===== config.mk =====
export PLATFORM = sky130hd
export DESIGN_NAME = alu_pipe
export DESIGN_NICKNAME = d
export VERILOG_FILES = /design/src/rtl/alu_pkg.sv /design/src/rtl/alu_core.sv /design/src/rtl/alu_pipe.sv
export SDC_FILE = /design/constraint.sdc
export NUM_CORES = 1
export LEC_CHECK = 0
export BUFFER_PORTS_ARGS = -buffer_cell sky130_fd_sc_hd__buf_2
export CAP_MARGIN = 25
export CELL_PAD_IN_SITES_DETAIL_PLACEMENT = 0
export CELL_PAD_IN_SITES_GLOBAL_PLACEMENT = 1
export CORE_MARGIN = 3
export CORE_UTILIZATION = 46
export CTS_BUF_LIST = sky130_fd_sc_hd__clkbuf_2 sky130_fd_sc_hd__clkbuf_4 sky130_fd_sc_hd__clkbuf_8
export CTS_CLUSTER_SIZE = 25
export DETAILED_ROUTE_END_ITERATION = 6
export MAX_ROUTING_LAYER = met4
export PLACE_DENSITY = 0.85
export SLEW_MARGIN = 20
export SYNTH_ARGS = -nofsm -noshare
export SYNTH_HDL_FRONTEND = slang
export SYNTH_HIERARCHICAL = 1
export SYNTH_SLANG_ARGS = --single-unit

===== constraint.sdc =====
create_clock -name clock -period 3.95 [get_ports clock]
set_input_delay 0.79 -clock clock [delete_from_list [all_inputs] [get_ports clock]]
set_output_delay 0.79 -clock clock [all_outputs]
set_load 0.05 [all_outputs]

===== src/rtl/alu_pkg.sv =====
// Shared opcodes, flag layout and helpers for the pipelined ALU.
package alu_pkg;

  localparam int unsigned OP_W        = 6;
  localparam int unsigned ALU_FLAGS_W = 4;

  localparam logic [OP_W-1:0] OP_ADD = 6'b100000;
  localparam logic [OP_W-1:0] OP_SUB = 6'b100010;
  localparam logic [OP_W-1:0] OP_AND = 6'b100100;
  localparam logic [OP_W-1:0] OP_OR  = 6'b100101;
  localparam logic [OP_W-1:0] OP_XOR = 6'b100110;
  localparam logic [OP_W-1:0] OP_NOR = 6'b100111;
  localparam logic [OP_W-1:0] OP_SRA = 6'b000011;
  localparam logic [OP_W-1:0] OP_SRL = 6'b000010;

  localparam int unsigned FLAG_N = 3;
  localparam int unsigned FLAG_Z = 2;
  localparam int unsigned FLAG_C = 1;
  localparam int unsigned FLAG_V = 0;

  typedef logic [ALU_FLAGS_W-1:0] alu_flags_t;

  // Assemble the flag nibble from individual bits using the shared index layout.
  function automatic alu_flags_t pack_flags(input logic n, input logic z,
                                            input logic c, input logic v);
    alu_flags_t f;
    f         = '0;
    f[FLAG_N] = n;
    f[FLAG_Z] = z;
    f[FLAG_C] = c;
    f[FLAG_V] = v;
    return f;
  endfunction

endpackage


===== src/rtl/alu_core.sv =====
// Combinational ALU datapath: (a, b, op) -> result, N/Z/C/V flags and illegal-opcode flag.
module alu_core
  import alu_pkg::*;
#(
  parameter int unsigned N_BITS = 8,
  parameter int unsigned N_OP   = OP_W
) (
  input  logic [N_BITS-1:0]      a,
  input  logic [N_BITS-1:0]      b,
  input  logic [N_OP-1:0]        op,
  output logic [N_BITS-1:0]      result_c,
  output logic [ALU_FLAGS_W-1:0] flags_c,
  output logic                   op_err_c
);

  localparam int unsigned MSB = N_BITS - 1;
  localparam logic [N_BITS-1:0] SHIFT_LIM = N_BITS'(N_BITS);

  logic [N_BITS:0]          sum;
  logic [N_BITS:0]          diff;
  logic signed [N_BITS-1:0] a_s;
  logic signed [N_BITS-1:0] sra_r;
  logic [N_BITS-1:0]        srl_r;
  logic                     big_shift;
  logic                     carry;
  logic                     ovf;

  assign sum       = {1'b0, a} + {1'b0, b};
  assign diff      = {1'b0, a} - {1'b0, b};
  assign a_s       = $signed(a);
  // Kept in its own signed assignment so >>> stays arithmetic.
  assign sra_r     = a_s >>> b;
  assign srl_r     = a >> b;
  assign big_shift = (b >= SHIFT_LIM);

  always_comb begin
    result_c = '0;
    carry    = 1'b0;
    ovf      = 1'b0;
    op_err_c = 1'b0;
    case (op)
      N_OP'(OP_ADD): begin
        result_c = sum[N_BITS-1:0];
        carry    = sum[N_BITS];
        ovf      = (a[MSB] == b[MSB]) && (sum[MSB] != a[MSB]);
      end
      N_OP'(OP_SUB): begin
        result_c = diff[N_BITS-1:0];
        carry    = diff[N_BITS];
        ovf      = (a[MSB] != b[MSB]) && (diff[MSB] != a[MSB]);
      end
      N_OP'(OP_AND): result_c = a & b;
      N_OP'(OP_OR):  result_c = a | b;
      N_OP'(OP_XOR): result_c = a ^ b;
      N_OP'(OP_NOR): result_c = ~(a | b);
      N_OP'(OP_SRA): result_c = big_shift ? {N_BITS{a[MSB]}} : sra_r;
      N_OP'(OP_SRL): result_c = big_shift ? '0 : srl_r;
      default:       op_err_c = 1'b1;
    endcase
    flags_c = pack_flags(result_c[MSB], (result_c == '0), carry, ovf);
  end

endmodule


===== src/rtl/alu_pipe.sv =====
// Two-stage pipelined ALU with valid/ready handshake on both sides, one beat per cycle.
module alu_pipe
  import alu_pkg::*;
#(
  parameter int unsigned N_BITS = 8,
  parameter int unsigned N_OP   = OP_W
) (
  input  logic                   clock,
  input  logic                   reset,
  input  logic                   i_valid,
  output logic                   o_ready,
  input  logic [N_BITS-1:0]      i_A,
  input  logic [N_BITS-1:0]      i_B,
  input  logic [N_OP-1:0]        i_OP,
  output logic                   o_valid,
  input  logic                   i_ready,
  output logic [N_BITS-1:0]      o_result,
  output logic [ALU_FLAGS_W-1:0] o_flags,
  output logic                   o_op_err
);

  logic                   s1_valid;
  logic [N_BITS-1:0]      s1_a;
  logic [N_BITS-1:0]      s1_b;
  logic [N_OP-1:0]        s1_op;
  logic                   s1_adv;
  logic [N_BITS-1:0]      core_result_c;
  logic [ALU_FLAGS_W-1:0] core_flags_c;
  logic                   core_err_c;

  // Readiness depends only on registered state and the consumer, never on i_valid.
  assign s1_adv  = !o_valid || i_ready;
  assign o_ready = !s1_valid || s1_adv;

  // Stage 1 valid: refilled (or emptied) whenever it can accept.
  always_ff @(posedge clock) begin
    if (reset) begin
      s1_valid <= 1'b0;
    end else if (o_ready) begin
      s1_valid <= i_valid;
    end
  end

  // Stage 1 operands only need loading on a transfer; valid qualifies them.
  always_ff @(posedge clock) begin
    if (i_valid && o_ready) begin
      s1_a  <= i_A;
      s1_b  <= i_B;
      s1_op <= i_OP;
    end
  end

  alu_core #(
    .N_BITS (N_BITS),
    .N_OP   (N_OP)
  ) u_core (
    .a        (s1_a),
    .b        (s1_b),
    .op       (s1_op),
    .result_c (core_result_c),
    .flags_c  (core_flags_c),
    .op_err_c (core_err_c)
  );

  // Stage 2 is the output register; payload holds when stalled or empty.
  always_ff @(posedge clock) begin
    if (reset) begin
      o_valid  <= 1'b0;
      o_result <= '0;
      o_flags  <= '0;
      o_op_err <= 1'b0;
    end else if (s1_adv) begin
      o_valid <= s1_valid;
      if (s1_valid) begin
        o_result <= core_result_c;
        o_flags  <= core_flags_c;
        o_op_err <= core_err_c;
      end
    end
  end

endmodule


==> impl_metrics.toml, run 1 <==
[synth]
ys_seq_area_share_pct = 30.5
synth_seq_cells = 37
synth_top_cell_by_area = "edfxtp_1"
yosysTopAreaCellShare_pct = 21.0
async_flop_share_pct = 0
yosysWarnings = 6
synth_cell_types = 64
synth_area_leaders = "edfxtp_1, ha_1, dfxtp_1"
synth_edf_count = 22
avgSynthCellArea_um2 = 9.27
synth_area_um2 = 3150
synth_top_flop_cell = "edfxtp_1"
synth_fp_nets = 393
synthTopCellsByCount = "nand2b_1, ha_1, mux2i_1"
yosysMostFrequentCell = "nand2b_1"
netlist_instances = 340

[run]
drv_cap = 0

[finish]
area_growth_syn_to_layout_pct = 8.38
n_antenna_cell = 0
nFillCells = 610
nets = 419
final_layout_size_suffix_gt1_share_pct = 17.7
stdcell_count = 444
seqCellArea_um2 = 961
multi_input_area_um2 = 1950

[setup_path]
crit_chain = "inv_1 -> ha_1 -> and3_1 -> o2bb2ai_1 -> o41ai_1 -> mux2i_1 -> xnor2_1 -> o21ai_0 -> and4bb_1 -> nand2b_1 -> mux2i_1"
end_kind = "flop"
crit_slowest_cell = "edfxtp_1"
slowest_delay_ns = 0.54
critPathRequiredTime_ns = 4.09
path_buf_inv = 1
arrival_ns = 3.32
worst-setup-path-type = "reg -> reg"
crit_path_start_kind = "flop"
crit_top_cell = "mux2i_1"
worstPathMaxFanout = 10
path_delay_family = "compound AO/OA/AOI/OAI gates"

[placement]
numPortBuffers = 40
dp_cells = 436
gp_congestion = 1.05
dp_hpwl_mm = 6.14

[detailed_routing]
vias = 2673
drtIter0Drc = 213
viasPerCell = 6.02
drcViolationCount = 0
routedWlPerCell_um = 17.9
wirelength_mm = 7.97
drt_pre_antenna_iters = 5
ant_nets = 0

[grt]
grt_busiest_layer = "met2"
grt_pass1_wl_mm = 12.7
grt_start_max_net_pins = 29
antenna_found_initial = 0
grt_remaining_overflow = 0
met2_usage_pct = 34.0
grt_pass1_vias = 2560
track_usage_pct = 21.5
grt_use_met3_pct = 1.96
gr-usage-met1_pct = 29.3

[floorplanning]
core-area_um2 = 6490
fp-row-count = 29
ios = 41
die_height_um = 88.8
fp.dieW_um = 88.8
die-area_um2 = 7880
initial_utilization_pct = 48.5

[timing]
fin_skew_ns = 0.0121
drv_slew = 0
min_period_ns = 3.18
rsz0062_at_grt = "no"
worst_slew_pin_slew_ns = 0.846
final-setup-viol-count = 0
setup_tns_ns = 0
slew_headroom_pct = 43.3
fmax_mhz = 314
hold_viol = 0
fin_crit_sh_pct = 80.5

[clock_network]
cts_hold_buf = 0
clock_path_buffers = 2
cts_sinks = 37
post_cts_buffers = 0
path_clk_slew_ns = 0.08
insertion_delay_ns = 0.28
post_cts_resized = 0
cts_tree = "yes"
cts_inserted_buffers = 5
cts-root-buf = "clkbuf_8"
ctsHtreeMaxLevel = 2

[pwr]
p_per_area_nw_per_um2 = 288
p_leak_nw = 1.43
irDropWorstVdd_mv = 0.248
power_uw = 984

[worst_hold_path]
min-delay-path-class = "reg -> reg"

[outcome]
outcome = "finished clean"
==> tightest hold or removal path: stages (launching register included) <==
cell and delay, ns:
dfxtp_1 0.32, nand2b_1 0.06, mux2i_1 0.05
==> power breakdown <==
group	internal (mW)	total [mW]	switching [mW]
clock	0.149	0.280	0.131
sequential	0.428	0.458	0.0297
combinational	0.103	0.246	0.143
total	0.680	0.984	0.304
==> registers in the layout (all words and copies together), names as in the netlist <==
signal    flops
o_flags       4
o_op_err      1
o_result      8
o_valid       1
s1_a          8
s1_b          8
s1_op         6
s1_valid      1
==> path summary, 6_finish.rpt <==
kind                                   from          end  slack, ns  cells after the start
worst min-delay path            o_result[7]  o_result[7]       0.48                      2
worst max-delay path                s1_b[2]   o_flags[2]       0.77                     11
worst max register to register      s1_b[2]   o_flags[2]       0.77                     11
worst min register to register  o_result[7]  o_result[7]       0.48                      2
==> layout by cell type (no fill, tap or decap), types with 2 or more instances in the layout <==
cell type / netlist / layout
buf_2: 2 / 40
nand2b_1: 29 / 29
mux2i_1: 25 / 25
ha_1: 25 / 25
edfxtp_1: 22 / 22
inv_1: 21 / 21
nor2_1: 20 / 20
o21ai_0: 20 / 20
nand2_1: 18 / 18
dfxtp_1: 15 / 15
xnor2_1: 14 / 14
a21oi_1: 11 / 10
nand3_1: 9 / 9
nor3_1: 9 / 9
clkbuf_8: 0 / 6
a211oi_1: 5 / 5
a31oi_1: 4 / 4
o211ai_1: 4 / 4
a21o_1: 4 / 4
or4_1: 3 / 3
and3_1: 3 / 3
mux4_2: 3 / 3
o21a_1: 3 / 3
clkinv_1: 2 / 2
nor4_2: 2 / 2
nand4_1: 2 / 2
or3_1: 2 / 2
o21ba_2: 2 / 2
o21bai_1: 2 / 2
a22oi_1: 2 / 2
nor2b_1: 2 / 2
xor2_1: 2 / 2
a32oi_1: 2 / 2
nor4_1: 2 / 2
o41ai_1: 2 / 2
fa_1: 2 / 2
buf_4: 9 / 2
==> through the flow <==
stage,utilization [%],worst slack [ns],hold WS (ns),area [µm²]
5_1_grt,52.6,0.527,0.503,3420
6_report,52.6,0.769,0.475,3420
3_5_place_dp,51.1,0.839,0.465,3320
4_1_cts,52.6,0.832,0.478,3420
3_3_place_gp,50.9,0.828,0.457,3310
2_1_floorplan,-,1.10,0.477,3150
==> layer usage <==
layer  up-vias  part of all wire, %
li1       1266                    -
met1      1286                   45
met2       109                   48
met3        12                  5.2
met4         0                  1.7
met5         -                    0
==> cells by family after synthesis <==
logic type	synth area share, %
simple gates	19.4
compound gates	16.3
buf+inv	7.78
flops	30.5
mux	10.4
fa+ha+maj	11.2
xor+xnor	4.45
==> area by class of cell <==
class	instances	area share (%)
multi-input cells	256	57.1
flip-flops and latches	37	28.1
repair buffers	43	6.63
well taps	77	2.82
clock buffers	7	2.64
inverters	23	2.53
clock inverters	1	0.183
Note: power is estimated with default switching activity, not from simulation.
==> run 2: changes to the inputs <==
- ABC_AREA: unset -> 1
- CORE_UTILIZATION: 46 -> 44
- PLACE_DENSITY: 0.85 -> 0.86
- clock period: 3.95 -> 3.3 ns (I/O delays scaled with it)
==> run 2 against run 1 <==
Compared with the run above:
- global-route usage up 2.3 points
- via count up 24%
- non-clock buffer count up 1
- register-to-register slack worse by 0.09 ns
- combinational power up 39%
- critical endpoint unchanged
- largest power group unchanged
- highest routed layer unchanged
==> impl_metrics.toml, run 2 <==
[pwr]
p_per_area_nw_per_um2 = 331
irDropWorstVdd_mv = 0.229
p_leak_nw = 1.83

[worst_hold_path]
min_path_cells = 2
holdPathEnd = "o_result[1]"
min-delay-path-class = "reg -> reg"
holdCritStartpoint = "o_result[1]"

[synth]
avgSynthCellArea_um2 = 7.00
synth_cell_types = 40
synth_top_cell_by_area = "edfxtp_1"
synth_area_um2 = 3440
synth_area_leaders = "edfxtp_1, nand2_1, ha_1"
yosysMostFrequentCell = "nand2_1"
netlist_instances = 491
synth_edf_count = 22
synth_seq_cells = 37
synth_top_flop_cell = "edfxtp_1"
synthTopCellsByCount = "nand2_1, nand3_1, inv_1"
yosysWarnings = 6
yosysTopAreaCellShare_pct = 19.2
async_flop_share_pct = 0
synth_fp_nets = 544
ys_seq_area_share_pct = 27.9

[finish]
nFillCells = 769
multi_input_area_um2 = 2040
final_cell_mix = "nand2_1, nand3_1, inv_1"
reg.largest.list = "o_result x8, s1_a x8, s1_b x8"
area_growth_syn_to_layout_pct = 8.30
seqCellArea_um2 = 961
n_antenna_cell = 0
final_common_cell = "nand2_1"
stdcell_area_um2 = 3720
final_layout_size_suffix_gt1_share_pct = 18.1
nets = 576

[run]
drv_cap = 0

[setup_path]
crit_top_cell = "nand3_1"
critPathRequiredTime_ns = 3.53
worst-setup-path-type = "reg -> reg"
rr_worst_depth = 15
crit_slowest_cell = "edfxtp_1"
r2r-end = "o_flags[2]"
rrSetupSlack_ns = 0.68
worstSetupStartpoint = "s1_b[2]"
worstPathMaxFanout = 9
crit_path_start_kind = "flop"
arrival_ns = 2.85
r2r-start = "s1_b[2]"
crit_chain = "clkinv_1 -> ha_1 -> a21oi_1 -> nand2_1 -> nand4_1 -> nand3_1 -> nand3_1 -> nand3_1 -> nor2_1 -> nand2_1 -> nor2_1 -> inv_1 -> nand3_1 -> nand2_1 -> nor2_1"
slowest_delay_ns = 0.55
end_kind = "flop"

[floorplanning]
fp.dieW_um = 94.4
die_height_um = 94.4
ios = 41
initial_utilization_pct = 46.4
core-area_um2 = 7410
die-area_um2 = 8910
fp-row-count = 31

[clock_network]
post_cts_resized = 0
cts_tree = "yes"
insertion_delay_ns = 0.28
path_clk_slew_ns = 0.08
cts-root-buf = "clkbuf_8"
cts_hold_buf = 0
ctsHtreeMaxLevel = 2
cts_sinks = 37
clock_path_buffers = 2
cts_inserted_buffers = 5
post_cts_buffers = 0

[detailed_routing]
drcViolationCount = 0
wirelength_mm = 9.71
viasPerCell = 5.32
drtIter0Drc = 244
ant_nets = 0
routedWlPerCell_um = 15.6
vias = 3314
drt_pre_antenna_iters = 5

[timing]
min_period_ns = 2.62
setup_tns_ns = 0
hold_viol = 0
slew_headroom_pct = 45.0
final-setup-viol-count = 0
rsz0062_at_grt = "no"
fmax_mhz = 382
fin_crit_sh_pct = 79.4
drv_slew = 0
fin_skew_ns = 0.00419
worst_slew_pin_slew_ns = 0.824

[grt]
grt_busiest_layer = "met2"
antenna_found_initial = 0
grt_use_met3_pct = 3.11
grt_start_max_net_pins = 29
grt_pass1_wl_mm = 15.8
track_usage_pct = 23.8
gr-usage-met1_pct = 31.9
grt_remaining_overflow = 0
grt_pass1_vias = 3130
met2_usage_pct = 36.7

[outcome]
outcome = "finished clean"

[placement]
numPortBuffers = 40
gp_congestion = 0.997
dp_hpwl_mm = 7.73
dpl_cell_area_um2 = 3630
[run 2: cell count changes after synthesis, sizes merged, moves of 8 or more]
cell	previous run	this run
nand2b	29	0
nand3	9	71
nor2	21	57
mux2i	25	0
inv	21	69
nand2	18	118
clkbuf	9	1
nand4	2	16
xnor2	14	1
a21oi	11	35
[run 2: critical path, delay by kind of cell, from the launching register on]
family          cells  cell delay [ns]
fa+ha+maj           1             0.42
simple gates       11             1.09
flops               1             0.55
buf+inv             2             0.20
compound gates      1             0.30
[run 2: final cells by class]
class / count / area share, %
Multi-Input combinational cell: 364 / 54.9
Sequential cell: 37 / 25.8
Inverter: 71 / 7.19
Timing Repair Buffer: 44 / 6.18
Tap cell: 99 / 3.33
Clock buffer: 7 / 2.42
Clock inverter: 1 / 0.168
[run 2: cell families after synthesis]
family / Yosys count / synth area share [%]
DFF: 37 / 27.9
adders and majority gates: 27 / 10.3
AOI/OAI and AO/OA: 63 / 9.72
and+or+nand+nor: 272 / 39.0
buffers and inverters: 90 / 12.6
xor gates and xnor gates: 2 / 0.510
[run 2: layer usage]
layer,vias to the layer above,routed length [µm]
met2,108,4310
met3,22,607
met1,1512,4510
met4,0,286
li1,1672,-
met5,-,0
[run 2: metrics by stage]
stage | utilization, % | total power, mW | hold WS, ns | setup slack [ns] | cells
2_1_floorplan | - | 0.823 | 0.634 | 0.963 | 491
3_3_place_gp | 49.0 | 0.899 | 0.460 | 0.748 | 615
3_5_place_dp | 49.0 | 0.900 | 0.468 | 0.725 | 615
4_1_cts | 50.3 | 1.24 | 0.487 | 0.694 | 623
5_1_grt | 50.3 | 1.31 | 0.525 | 0.375 | 623
6_report | 50.3 | 1.23 | 0.480 | 0.679 | 623
[run 2: worst max-delay path by stage]
stage / end / slack (ns) / cells past startpoint
after detailed placement: o_flags[2] / 0.73 / 15
after global placement: o_flags[2] / 0.75 / 15
after floorplan: o_flags[2] / 0.96 / 19
final: o_flags[2] / 0.68 / 15
after global routing: o_flags[2] / 0.38 / 17
after CTS: o_flags[2] / 0.69 / 15
[run 2: power breakdown]
part	switching, mW	total (mW)	internal [mW]
sequential	0.0301	0.551	0.521
clock	0.161	0.340	0.179
combinational	0.236	0.343	0.107
total	0.427	1.23	0.806
